File: src/rtl/fetch_buffer.sv
// Fetch-to-decode instruction buffer: queues fetched words and realigns them into one instruction per cycle.
// Define FETCH_BUFFER_COMPRESSED_EN to enable 16-bit/straddle realignment; otherwise every word is one instruction.
module fetch_buffer #(
    parameter int BUFFER_DEPTH = 8
) (
    input  logic        clk_i,
    input  logic        rst_i,
    input  logic        flush_i,
    input  logic        fetch_valid_i,
    input  logic [31:0] fetch_word_i,
    input  logic [31:0] fetch_address_i,
    output logic        fetch_ready_o,
    output logic        instr_valid_o,
    output logic [31:0] instr_o,
    output logic [31:0] instr_address_o,
    output logic        compressed_o,
    input  logic        instr_ready_i,
    output logic        empty_o,
    output logic        full_o
);

    localparam int PTR_W = (BUFFER_DEPTH > 1) ? $clog2(BUFFER_DEPTH) : 1;
    localparam int CNT_W = PTR_W + 1;
    localparam logic [CNT_W-1:0] DEPTH_C = CNT_W'(BUFFER_DEPTH);
    localparam logic [CNT_W-1:0] ONE_C   = CNT_W'(1);
    localparam logic [PTR_W-1:0] PTR_ONE = PTR_W'(1);
`ifdef FETCH_BUFFER_COMPRESSED_EN
    localparam logic [CNT_W-1:0] TWO_C   = CNT_W'(2);
`endif

    logic [31:0]      word_q  [BUFFER_DEPTH];
    logic [31:0]      word_d  [BUFFER_DEPTH];
    logic [29:0]      waddr_q [BUFFER_DEPTH];
    logic [29:0]      waddr_d [BUFFER_DEPTH];
    logic [PTR_W-1:0] head_q, head_d, tail_q, tail_d;
    logic [CNT_W-1:0] count_q, count_d;
    logic             offset_q, offset_d;
    logic             redirect_pending_q, redirect_pending_d;
    logic             instr_valid_q, instr_valid_d;
    logic [31:0]      instr_q, instr_d;
    logic [31:0]      instr_address_q, instr_address_d;
    logic             compressed_q, compressed_d;
    logic             empty_q, empty_d;
    logic             full_q, full_d;

    logic             push_s, consume_s, pop_s;
    logic [31:0]      head_word_s;
    logic [31:0]      nxt_h_s;
    logic [31:0]      nxt_addr_s;
`ifdef FETCH_BUFFER_COMPRESSED_EN
    logic [31:0]      nxt_n_s;
    logic             unused_addr_s;
    assign unused_addr_s = fetch_address_i[0];
`else
    logic             unused_addr_s;
    assign unused_addr_s = ^{fetch_address_i[1:0], offset_q};
`endif

    assign fetch_ready_o   = !full_q;
    assign full_o          = full_q;
    assign empty_o         = empty_q;
    assign instr_valid_o   = instr_valid_q;
    assign instr_o         = instr_q;
    assign instr_address_o = instr_address_q;
    assign compressed_o    = compressed_q;

    // Queue state update: flush wins, otherwise consume decides pop/offset and push appends at tail.
    always_comb begin
        word_d             = word_q;
        waddr_d            = waddr_q;
        head_d             = head_q;
        tail_d             = tail_q;
        count_d            = count_q;
        offset_d           = offset_q;
        redirect_pending_d = redirect_pending_q;
        push_s             = fetch_valid_i && !full_q && !flush_i;
        consume_s          = instr_valid_q && instr_ready_i && !flush_i;
        pop_s              = 1'b0;
        head_word_s        = word_q[head_q];
        if (flush_i) begin
            head_d             = '0;
            tail_d             = '0;
            count_d            = '0;
            offset_d           = 1'b0;
            redirect_pending_d = 1'b1;
        end else begin
            if (consume_s) begin
`ifdef FETCH_BUFFER_COMPRESSED_EN
                if (!offset_q) begin
                    if (head_word_s[1:0] != 2'b11) begin
                        offset_d = 1'b1;
                    end else begin
                        pop_s = 1'b1;
                    end
                end else begin
                    pop_s = 1'b1;
                    // A straddle leaves the next instruction starting at the upper half of the new head.
                    if (head_word_s[17:16] != 2'b11) begin
                        offset_d = 1'b0;
                    end else begin
                        offset_d = 1'b1;
                    end
                end
`else
                pop_s = 1'b1;
`endif
            end else begin
                pop_s = 1'b0;
            end
            if (push_s) begin
                word_d[tail_q]  = fetch_word_i;
                waddr_d[tail_q] = fetch_address_i[31:2];
                tail_d          = tail_q + PTR_ONE;
                if (redirect_pending_q) begin
`ifdef FETCH_BUFFER_COMPRESSED_EN
                    offset_d = fetch_address_i[1];
`else
                    offset_d = 1'b0;
`endif
                    redirect_pending_d = 1'b0;
                end else begin
                    redirect_pending_d = 1'b0;
                end
            end else begin
                tail_d = tail_q;
            end
            if (pop_s) begin
                head_d = head_q + PTR_ONE;
            end else begin
                head_d = head_q;
            end
            case ({push_s, pop_s})
                2'b10:   count_d = count_q + ONE_C;
                2'b01:   count_d = count_q - ONE_C;
                default: count_d = count_q;
            endcase
        end
    end

    // Next-cycle instruction view, computed from next state so the outputs can be registered.
    always_comb begin
        nxt_h_s         = word_d[head_d];
        nxt_addr_s      = {waddr_d[head_d], 2'b00};
        instr_valid_d   = 1'b0;
        instr_d         = 32'h0000_0000;
        instr_address_d = 32'h0000_0000;
        compressed_d    = 1'b0;
        empty_d         = (count_d == '0);
        full_d          = (count_d == DEPTH_C);
`ifdef FETCH_BUFFER_COMPRESSED_EN
        nxt_n_s         = word_d[head_d + PTR_ONE];
`endif
        if (count_d != '0) begin
`ifdef FETCH_BUFFER_COMPRESSED_EN
            if (!offset_d) begin
                instr_valid_d   = 1'b1;
                instr_address_d = nxt_addr_s;
                if (nxt_h_s[1:0] != 2'b11) begin
                    instr_d      = {16'h0000, nxt_h_s[15:0]};
                    compressed_d = 1'b1;
                end else begin
                    instr_d      = nxt_h_s;
                    compressed_d = 1'b0;
                end
            end else if (nxt_h_s[17:16] != 2'b11) begin
                instr_valid_d   = 1'b1;
                instr_d         = {16'h0000, nxt_h_s[31:16]};
                instr_address_d = nxt_addr_s + 32'd2;
                compressed_d    = 1'b1;
            end else if (count_d >= TWO_C) begin
                instr_valid_d   = 1'b1;
                instr_d         = {nxt_n_s[15:0], nxt_h_s[31:16]};
                instr_address_d = nxt_addr_s + 32'd2;
                compressed_d    = 1'b0;
            end else begin
                instr_valid_d = 1'b0;
            end
`else
            instr_valid_d   = 1'b1;
            instr_d         = nxt_h_s;
            instr_address_d = nxt_addr_s;
`endif
        end else begin
            instr_valid_d = 1'b0;
        end
    end

    // Control and output registers with synchronous reset.
    always_ff @(posedge clk_i) begin
        if (rst_i) begin
            head_q             <= '0;
            tail_q             <= '0;
            count_q            <= '0;
            offset_q           <= 1'b0;
            redirect_pending_q <= 1'b1;
            instr_valid_q      <= 1'b0;
            instr_q            <= 32'h0000_0000;
            instr_address_q    <= 32'h0000_0000;
            compressed_q       <= 1'b0;
            empty_q            <= 1'b1;
            full_q             <= 1'b0;
        end else begin
            head_q             <= head_d;
            tail_q             <= tail_d;
            count_q            <= count_d;
            offset_q           <= offset_d;
            redirect_pending_q <= redirect_pending_d;
            instr_valid_q      <= instr_valid_d;
            instr_q            <= instr_d;
            instr_address_q    <= instr_address_d;
            compressed_q       <= compressed_d;
            empty_q            <= empty_d;
            full_q             <= full_d;
        end
    end

    // Entry storage; contents are qualified by count so they need no reset.
    always_ff @(posedge clk_i) begin
        word_q  <= word_d;
        waddr_q <= waddr_d;
    end

endmodule

File: config.mk
export PLATFORM = sky130hd
export DESIGN_NAME = fetch_buffer
export DESIGN_NICKNAME = d
export VERILOG_FILES = /design/src/rtl/fetch_buffer.sv
export SDC_FILE = /design/constraint.sdc
export NUM_CORES = 1
export LEC_CHECK = 0
export ABC_AREA = 0
export CORE_AREA = 2 2 245 174
export DETAILED_ROUTE_END_ITERATION = 16
export DIE_AREA = 0 0 247 176
export MAX_ROUTING_LAYER = met4
export PLACE_DENSITY = 0.8
export SYNTH_ARGS = -nofsm -noshare
export SYNTH_HDL_FRONTEND = slang
export SYNTH_SLANG_ARGS = --single-unit
File: constraint.sdc
create_clock -name clk_i -period 4.6 [get_ports clk_i]
set_input_delay 0.46 -clock clk_i [delete_from_list [all_inputs] [get_ports clk_i]]
set_output_delay 0.46 -clock clk_i [all_outputs]
set_load 0.1 [all_outputs]
After elaboration in Yosys (flattened, before gate mapping)
Index checks and enable logic that the tools add are counted.
Widths: inputs -> output; s select.
{"block": "classes", "n_addsub": 4, "magnitude_cmp": 3, "n_eq_ne": 3, "muxes": 23, "n_bitwise": 3, "reduce_logical": 11}
{"operator": "$mux 256", "count": 2}
{"operator": "$mux 240", "count": 2}
{"operator": "$bwmux 256", "count": 1}
{"operator": "$bwmux 240", "count": 1}
{"operator": "$bmux 32 s3", "count": 1}
{"operator": "$demux 32 s3", "count": 1}
{"operator": "$mux 32", "count": 3}
{"operator": "$bmux 30 s3", "count": 1}
{"operator": "$demux 30 s3", "count": 1}
{"operator": "$mux 30", "count": 3}
{"operator": "$ge 4x4->1 const B", "count": 2}
{"operator": "$not 3->4", "count": 2}
{"operator": "$pmux 4 s2", "count": 1}
{"operator": "$add 3x1->3 const B", "count": 2}
{"operator": "$mux 3", "count": 2}
{"operator": "$logic_and 1x1->1", "count": 5}
{"operator": "$add 4x1->4 const B", "count": 1}
{"operator": "$eq 4x4->1 const B", "count": 1}
{"operator": "$logic_not 4->1", "count": 1}
{"operator": "$lt 4x1->1 const B", "count": 1}
{"operator": "$mux 4", "count": 1}
{"operator": "$reduce_bool 4->1", "count": 1}
{"operator": "$reduce_or 2->1", "count": 2}
{"operator": "$sub 4x1->4 const B", "count": 1}
{"operator": "other kinds (5)", "count": 8}
{"block": "word_totals", "register_bits": 573, "inputBits": 69, "out_inout_bits": 69}

Depth between registers and ports, before layout
Gate-level depths: netlist of the first run.
{"block": "depth", "depth_word": 11, "depth_mapped": 12, "ltp_nobuf": 10}

Worst setup path before layout of the first run
Ideal clock, no wire load.
{"block": "synth_path", "path_kind": "reg-to-reg", "start": "register instr_valid_q, in the netlist instr_valid_o", "end": "register instr_address_q[10], in the netlist instr_address_o[10]", "setup_ns": 0.073, "arrival_time_ns": 3.402, "slack_ns": 1.125, "path_stages_with_launch": 13, "synth_period_minus_slack_ns": 3.475, "cell_sequence": "dfxtp_1 -> nand2_1 -> nor3_1 -> xor2_1 -> ha_1 -> a21oi_1 -> nor3_1 -> or4_4 -> a31oi_4 -> a21boi_2 -> buf_6 -> buf_2 -> nor3_2"}
{"block": "synth_between", "elab_chain_cells": 10}
{"element": "start, declared", "line_no": "39", "text": "logic instr_valid_q, instr_valid_d;"}
{"element": "start signal, assigned", "line_no": "208", "text": "instr_valid_q <= instr_valid_d;"}
{"element": "$logic_and 1x1->1 * (2 in a row)", "line_no": "77", "text": "consume_s = instr_valid_q && instr_ready_i && !flush_i;"}
{"element": "$mux 1 *", "line_no": "87", "text": "if (consume_s) begin"}
{"element": "$mux 1 *", "line_no": "80", "text": "if (flush_i) begin"}
{"element": "$mux 3, or another cell as far along", "line_no": "127", "text": "if (pop_s) begin"}
{"element": "$mux 3 or $pmux 4 s2 (tied branches)", "line_no": "80, 132"}
{"element": "$not 3->4 (not written as such) or $mux 4 (tied branches)", "line_no": "143, 80"}
{"element": "$bmux 30 s3 or $reduce_bool 4->1 (tied branches)", "line_no": "143, 153"}
{"element": "$mux 30 (not written as such) or $not 1->1 (tied branches)"}
{"element": "$mux 30 (not written as such) or $reduce_or 2->1 (tied branches)"}
{"element": "end signal, assigned", "line_no": "210", "text": "instr_address_q <= instr_address_d;"}
{"element": "end, declared", "line_no": "41", "text": "logic [31:0] instr_address_q, instr_address_d;"}
Mark *: on every way between the ends. The rest lies on a longest branch, timed or not. The select of a mux whose other input is x is not followed.
A chain may end at the register's enable or synchronous reset.

Final worst setup path of the first run
{"block": "layout_path", "start": "register full_q, in the netlist full_o", "end": "register instr_address_q[3], in the netlist instr_address_o[3]"}
{"block": "layout_between", "elab_chain_cells": 9}
{"element": "start, declared", "line_no": "44", "text": "logic full_q, full_d;"}
{"element": "start signal, assigned", "line_no": "213", "text": "full_q <= full_d;"}
{"element": "$logic_not 1->1 *", "line_no": "76", "text": "push_s = fetch_valid_i && !full_q && !flush_i;"}
{"element": "$logic_and 1x1->1 * (2 in a row)", "line_no": "76"}
{"element": "$eq 2x1->1 or $eq 2x2->1 (tied branches)", "line_no": "132", "text": "case ({push_s, pop_s})"}
{"element": "$pmux 4 s2", "line_no": "132"}
{"element": "$mux 4", "line_no": "80"}
{"element": "$reduce_bool 4->1", "line_no": "153", "text": "if (count_d != '0) begin"}
{"element": "$not 1->1 (no source line)"}
{"element": "$reduce_or 2->1 (no source line)"}
Marked as above.

==> results of run 1 <==
state kept, by name (all words and copies together), names as in the netlist:
name and count:
instr_o 32, word_q 256, tail_q 3, waddr_q 240, head_q 3, count_q 4
instr_address_o 30, instr_valid_o 1, empty_o 1, full_o 1
final timing paths:
check,to,start,cells after the start
max,instr_address_o[3],full_o,11
min,waddr_q[231],waddr_q[231],2
max reg2reg,instr_address_o[3],full_o,11
min reg2reg,waddr_q[231],waddr_q[231],2
layout make-up:
class | instances | area [sq um]
diodes | 8 | 20.0
clock buffers | 83 | 1640
clock inverters | 14 | 129
fillers | 3000 | 13200
inverters | 72 | 270
multi-input cells | 1711 | 11700
flip-flops and latches | 571 | 11400
well taps | 544 | 681
repair buffers | 173 | 1780
cells by family after synthesis:
family	Yosys count	synth area share (%)
multiplexers	374	16.7
other	1	0.0153
buffers and inverters	339	5.82
adder cells (fa/ha/maj)	4	0.204
flip-flops	571	46.7
AND/OR/NAND/NOR	988	19.7
XOR/XNOR	7	0.307
AO/OA/AOI/OAI	335	10.5
routing by layer:
layer / vias to the layer above / global-route usage (%) / part of all wire (%)
li1: 9069 / - / -
met1: 9772 / 40.5 / 41
met2: 1035 / 51.1 / 47
met3: 203 / 4.73 / 8.9
met4: 0 / 13.8 / 3.5
met5: - / - / 0
worst max-delay path: stages, from the launching register on:
cell,delay (ns)
dfxtp_1,0.43
and2b_1,0.27
nor3_1,0.34
xor2_1,0.12
ha_1,0.20
a21oi_1,0.27
nor3_1,0.12
o31ai_1,0.39
a31oi_4,0.16
a21boi_4,0.32
buf_4,0.42
nor3_2,0.09
cells in the final DEF (no fill, tap or decap), types with 61 or more instances in the layout:
master / count
o21ai_0: 70
or3_1: 61
mux2i_1: 125
o221ai_1: 61
clkdlybuf4s50_1: 132
a32oi_1: 61
a21oi_1: 65
mux2_2: 246
nand2_1: 560
and3_1: 125
nor3_2: 62
dfxtp_1: 571
nand3_1: 125
inv_1: 72
power by group:
group / switching, mW / internal, mW
Sequential: 0.153 / 5.28
Combinational: 0.573 / 0.372
Clock: 1.90 / 2.56
Total: 2.63 / 8.21
==> out/results.ini, run 1 <==
[layout]
finalNonFillerCells = 3176
final_nets = 2655
syn_to_final_growth_pct = 13.1
fin_area_sq_um = 27700
drive_above_1_share_pct = 20.0
fin_util_pct = 67.7

[global_route]
grt_pass1_wl_um = 107000
grt_use_total_pct = 32.0
overflow = 0
grt_antenna_before_repair = 8
grt_pass1_vias = 19500
grt_max_degree = 126

[worst_setup_path]
cp.arrival_ns = 3.77
r2r_slack_ns = 1.29
cp_max_fo = 18
crit_required_ns = 5.07
worst-setup-path-type = flop to flop
end_kind = flop
start_kind = flop

[min_path]
hold_class = flop to flop

[cts]
cts_resized = 0
cts_tree = yes
cts_setup_buffers = 0
hold_buffers = 0
cts_root_buf = clkbuf_16
cts_max_path_buffers = 3
htreeDepth = 2
clk_pin_slew_ns = 0.06
clock_latency_ns = 0.60
clock_sinks = 571
numCtsBuffers = 53

[timing]
max_freq_ghz = 0.302
setup_viol = 0
slew_viol_final = 0
fin_skew_ns = 0.0240
finalHoldViolCount = 0
hold_ws_ns = 0.438
fin_ws_ns = 1.29
period_needed_ns = 3.31
setup_tns_ns = 0
finalCritPeriodShare_pct = 71.9
relSlewSlack_pct = 29.9
rsz0062_at_grt = false
worstMarginPinSlew_ns = 1.05

[power_and_ir_drop]
ir_worst_vdd_mv = 0.347
power_mw = 10.8
power_density_nw_per_um2 = 391
leakage_nw = 12.8

[placement]
io_buffers = 132
dp_slack_ns = 0.777
placed_area_sq_um = 25900
gp_congestion = 0.830
post-place-cells = 3071
dpl.hpwl_um = 36900

[logic_synthesis]
synthArstFlopShare_pct = 0
yosys.area.top_type_share_pct = 46.7
yosysMostFrequentCell = dfxtp_1
syn-instance-count = 2619
synth_seq_area_share_pct = 46.7
synth-edff-count = 0
synthesis.area_sq_um = 24500
synth_commonest_cells = 571 x dfxtp_1, 567 x nand2_1, 246 x mux2_2
yosysTopAreaCell = dfxtp_1
synthFlopType = dfxtp_1
yosysWarnings = 0
synth_seq_cells = 571
ys_types = 56
synth_area_leaders = dfxtp_1 47%, mux2_2 11%, nand2_1 8.7%
syn_avg_cell_area_sq_um = 9.35

[run_status]
outcome = complete, no violations

[route]
finalWirelength_um = 69800
drtIter0Drc = 1947
wl_per_cell_um = 22.0
ant_nets = 0
first_pass_iters = 6
vias = 20100
vias_per_cell = 6.32
drc = 0

[die]
rows = 62
dieArea_sq_um = 43500
start_util_pct = 59.9
core_area_sq_um = 40900
die_height_um = 176
fp.dieW_um = 247
ios = 138

[flow_run]
maxCapViolations = 0

Note: power is estimated with default switching activity, not from simulation.
==> run 2, diff against run 1 <==
--- a/config.mk
+++ b/config.mk
@@ -6,11 +6,11 @@
 export NUM_CORES = 1
 export LEC_CHECK = 0
 export ABC_AREA = 0
-export CORE_AREA = 2 2 245 174
+export CORE_AREA = 2 2 258 184
 export DETAILED_ROUTE_END_ITERATION = 16
-export DIE_AREA = 0 0 247 176
+export DIE_AREA = 0 0 260 186
 export MAX_ROUTING_LAYER = met4
-export PLACE_DENSITY = 0.8
+export PLACE_DENSITY = 0.75
 export SYNTH_ARGS = -nofsm -noshare
 export SYNTH_HDL_FRONTEND = slang
 export SYNTH_SLANG_ARGS = --single-unit
==> constraint.sdc (replaced) <==
create_clock -name clk_i -period 2.85 [get_ports clk_i]
set_input_delay 0.285 -clock clk_i [delete_from_list [all_inputs] [get_ports clk_i]]
set_output_delay 0.285 -clock clk_i [all_outputs]
set_load 0.1 [all_outputs]
==> run 2 against run 1 <==
Compared with the run above:
- global-route usage decreased by 2.6 points
- non-clock buffer count grew 51
- first-iteration DRC count increased by 1.9%
- critical path type unchanged
- sequential share of layout area decreased by 1.0 points
- setup slack got worse by 1.2 ns
- highest routed layer unchanged
==> out/results.ini, run 2 (synthesized netlist as in run 1, its figures left out) <==
[worst_setup_path]
cp_max_fo = 27
reg2reg_to = instr_o[18]
crit_required_ns = 3.31
reg2reg_depth = 12
critPathLaunch = full_o
end_kind = flop
start_kind = flop
cp.arrival_ns = 3.18
rr_startpoint = full_o
worst-setup-path-type = flop to flop
r2r_slack_ns = 0.13

[die]
die_height_um = 186
dieArea_sq_um = 48400
rows = 66
core_area_sq_um = 45800
fp.dieW_um = 260
ios = 138
start_util_pct = 53.4

[route]
drt-met1-wl_um = 29500
drc = 0
drtIter0Drc = 1984
met3_length_um = 5480
wl_per_cell_um = 21.5
first_pass_iters = 6
vias = 19900
finalWirelength_um = 70800
ant_nets = 0
highest_layer = met4
vias_per_cell = 6.06
wl_met2_um = 33800

[cts]
htreeDepth = 2
numCtsBuffers = 53
cts_tree = yes
cts_resized = 0
clock_latency_ns = 0.59
cts_root_buf = clkbuf_16
hold_buffers = 0
cts_max_path_buffers = 3
cts_setup_buffers = 0
clk_pin_slew_ns = 0.07
clock_sinks = 571

[timing]
relSlewSlack_pct = 33.9
setup_tns_ns = 0
worstMarginPinSlew_ns = 0.992
fin_ws_ns = 0.135
rsz0062_at_grt = false
max_freq_ghz = 0.368
hold_ws_ns = 0.413
setup_viol = 0
period_needed_ns = 2.72
finalHoldViolCount = 0
fin_skew_ns = 0.0174
slew_viol_final = 0
finalCritPeriodShare_pct = 95.3

[power_and_ir_drop]
comb_power_share_pct = 8.9
ir_worst_vdd_mv = 0.573
power_density_nw_per_um2 = 617
power_mw = 17.5
power.sequential.fraction_pct = 50.0
leakage_nw = 13.3
swShare_pct = 24.4
intPower_mw = 13.3
clock_power_share_pct = 41.2
switchingPower_mw = 4.28

[placement]
dp_slack_ns = -0.253
placed_area_sq_um = 26600
post-place-cells = 3190
dpl.hpwl_um = 40900
io_buffers = 132
gp_congestion = 0.843

[min_path]
min_from = rst_i
hold_end = head_q[2]
hold_class = primary input to flop
hold_depth = 2

[layout]
final_nets = 2706
layout_common_cells = 569 x dfxtp_1, 560 x nand2_1, 246 x mux2_2
fin_util_pct = 62.0
regMostFlops = word_q
fin_area_sq_um = 28400
final_common_cell = dfxtp_1
finalNonFillerCells = 3289
drive_above_1_share_pct = 24.2
syn_to_final_growth_pct = 16.0
largest_register_ffs = 256

[global_route]
grt_max_degree = 126
overflow = 0
grt_antenna_before_repair = 3
grt_use_total_pct = 29.4
grt_pass1_wl_um = 109000
grt_pass1_vias = 20000

[run_status]
outcome = complete, no violations

[flow_run]
maxCapViolations = 0

[run 2: changes by cell type in the layout (fill, tap and decap cells not counted), moves of 2 or more]
cell | previous run | this run
clkdlybuf4s50_1 | 132 | 66
dfxtp_4 | 0 | 2
inv_6 | 1 | 3
diode_2 | 8 | 4
dfxtp_1 | 571 | 569
clkbuf_1 | 12 | 10
clkbuf_8 | 16 | 12
buf_4 | 29 | 112
buf_12 | 12 | 45
[run 2: final cells by class]
type | instances | area, sq um
antenna | 4 | 10.0
sequential | 571 | 11400
multi-input combinational | 1711 | 11700
tap | 612 | 766
fill | 3628 | 17400
timing repair buffer | 224 | 2410
clock inverter | 18 | 180
inverter | 72 | 270
clock buffer | 77 | 1580
[run 2: how the worst max path moves through the flow]
stage | endpoint | slack [ns] | cells past startpoint
floorplan | instr_address_o[10] | 0.01 | 12
global placement | instr_address_o[17] | -0.25 | 13
detailed placement | instr_address_o[12] | -0.25 | 13
CTS | instr_address_o[17] | 0.03 | 12
global route | instr_o[18] | 0.02 | 12
finish | instr_o[18] | 0.13 | 12
[run 2: critical path: stages, from the launching register on]
cell      delay (ns)
dfxtp_4         0.39
and2b_1         0.23
nor3_4          0.16
xor2_1          0.20
ha_1            0.19
a21oi_2         0.05
a21boi_1        0.16
o31ai_1         0.25
buf_4           0.17
a31oi_4         0.10
a21boi_4        0.29
buf_12          0.30
nor3_2          0.08
[run 2: power by group through the flow]
stage	Clock [mW]	Combinational [mW]	Sequential [mW]
finish	7.22	1.55	8.76
global route	7.63	1.68	8.81
CTS	7.27	1.54	8.75
detailed placement	0	1.53	8.93
global placement	0	1.45	8.89
floorplan	0	0.926	9.05
[run 2: routing by layer]
| metal | track usage [%] | up-vias |
|---|---|---|
| met2 | 48.2 | 863 |
| met5 | - | - |
| met3 | 4.86 | 180 |
| met1 | 36.3 | 9716 |
| met4 | 11.2 | 0 |
| li1 | - | 9166 |
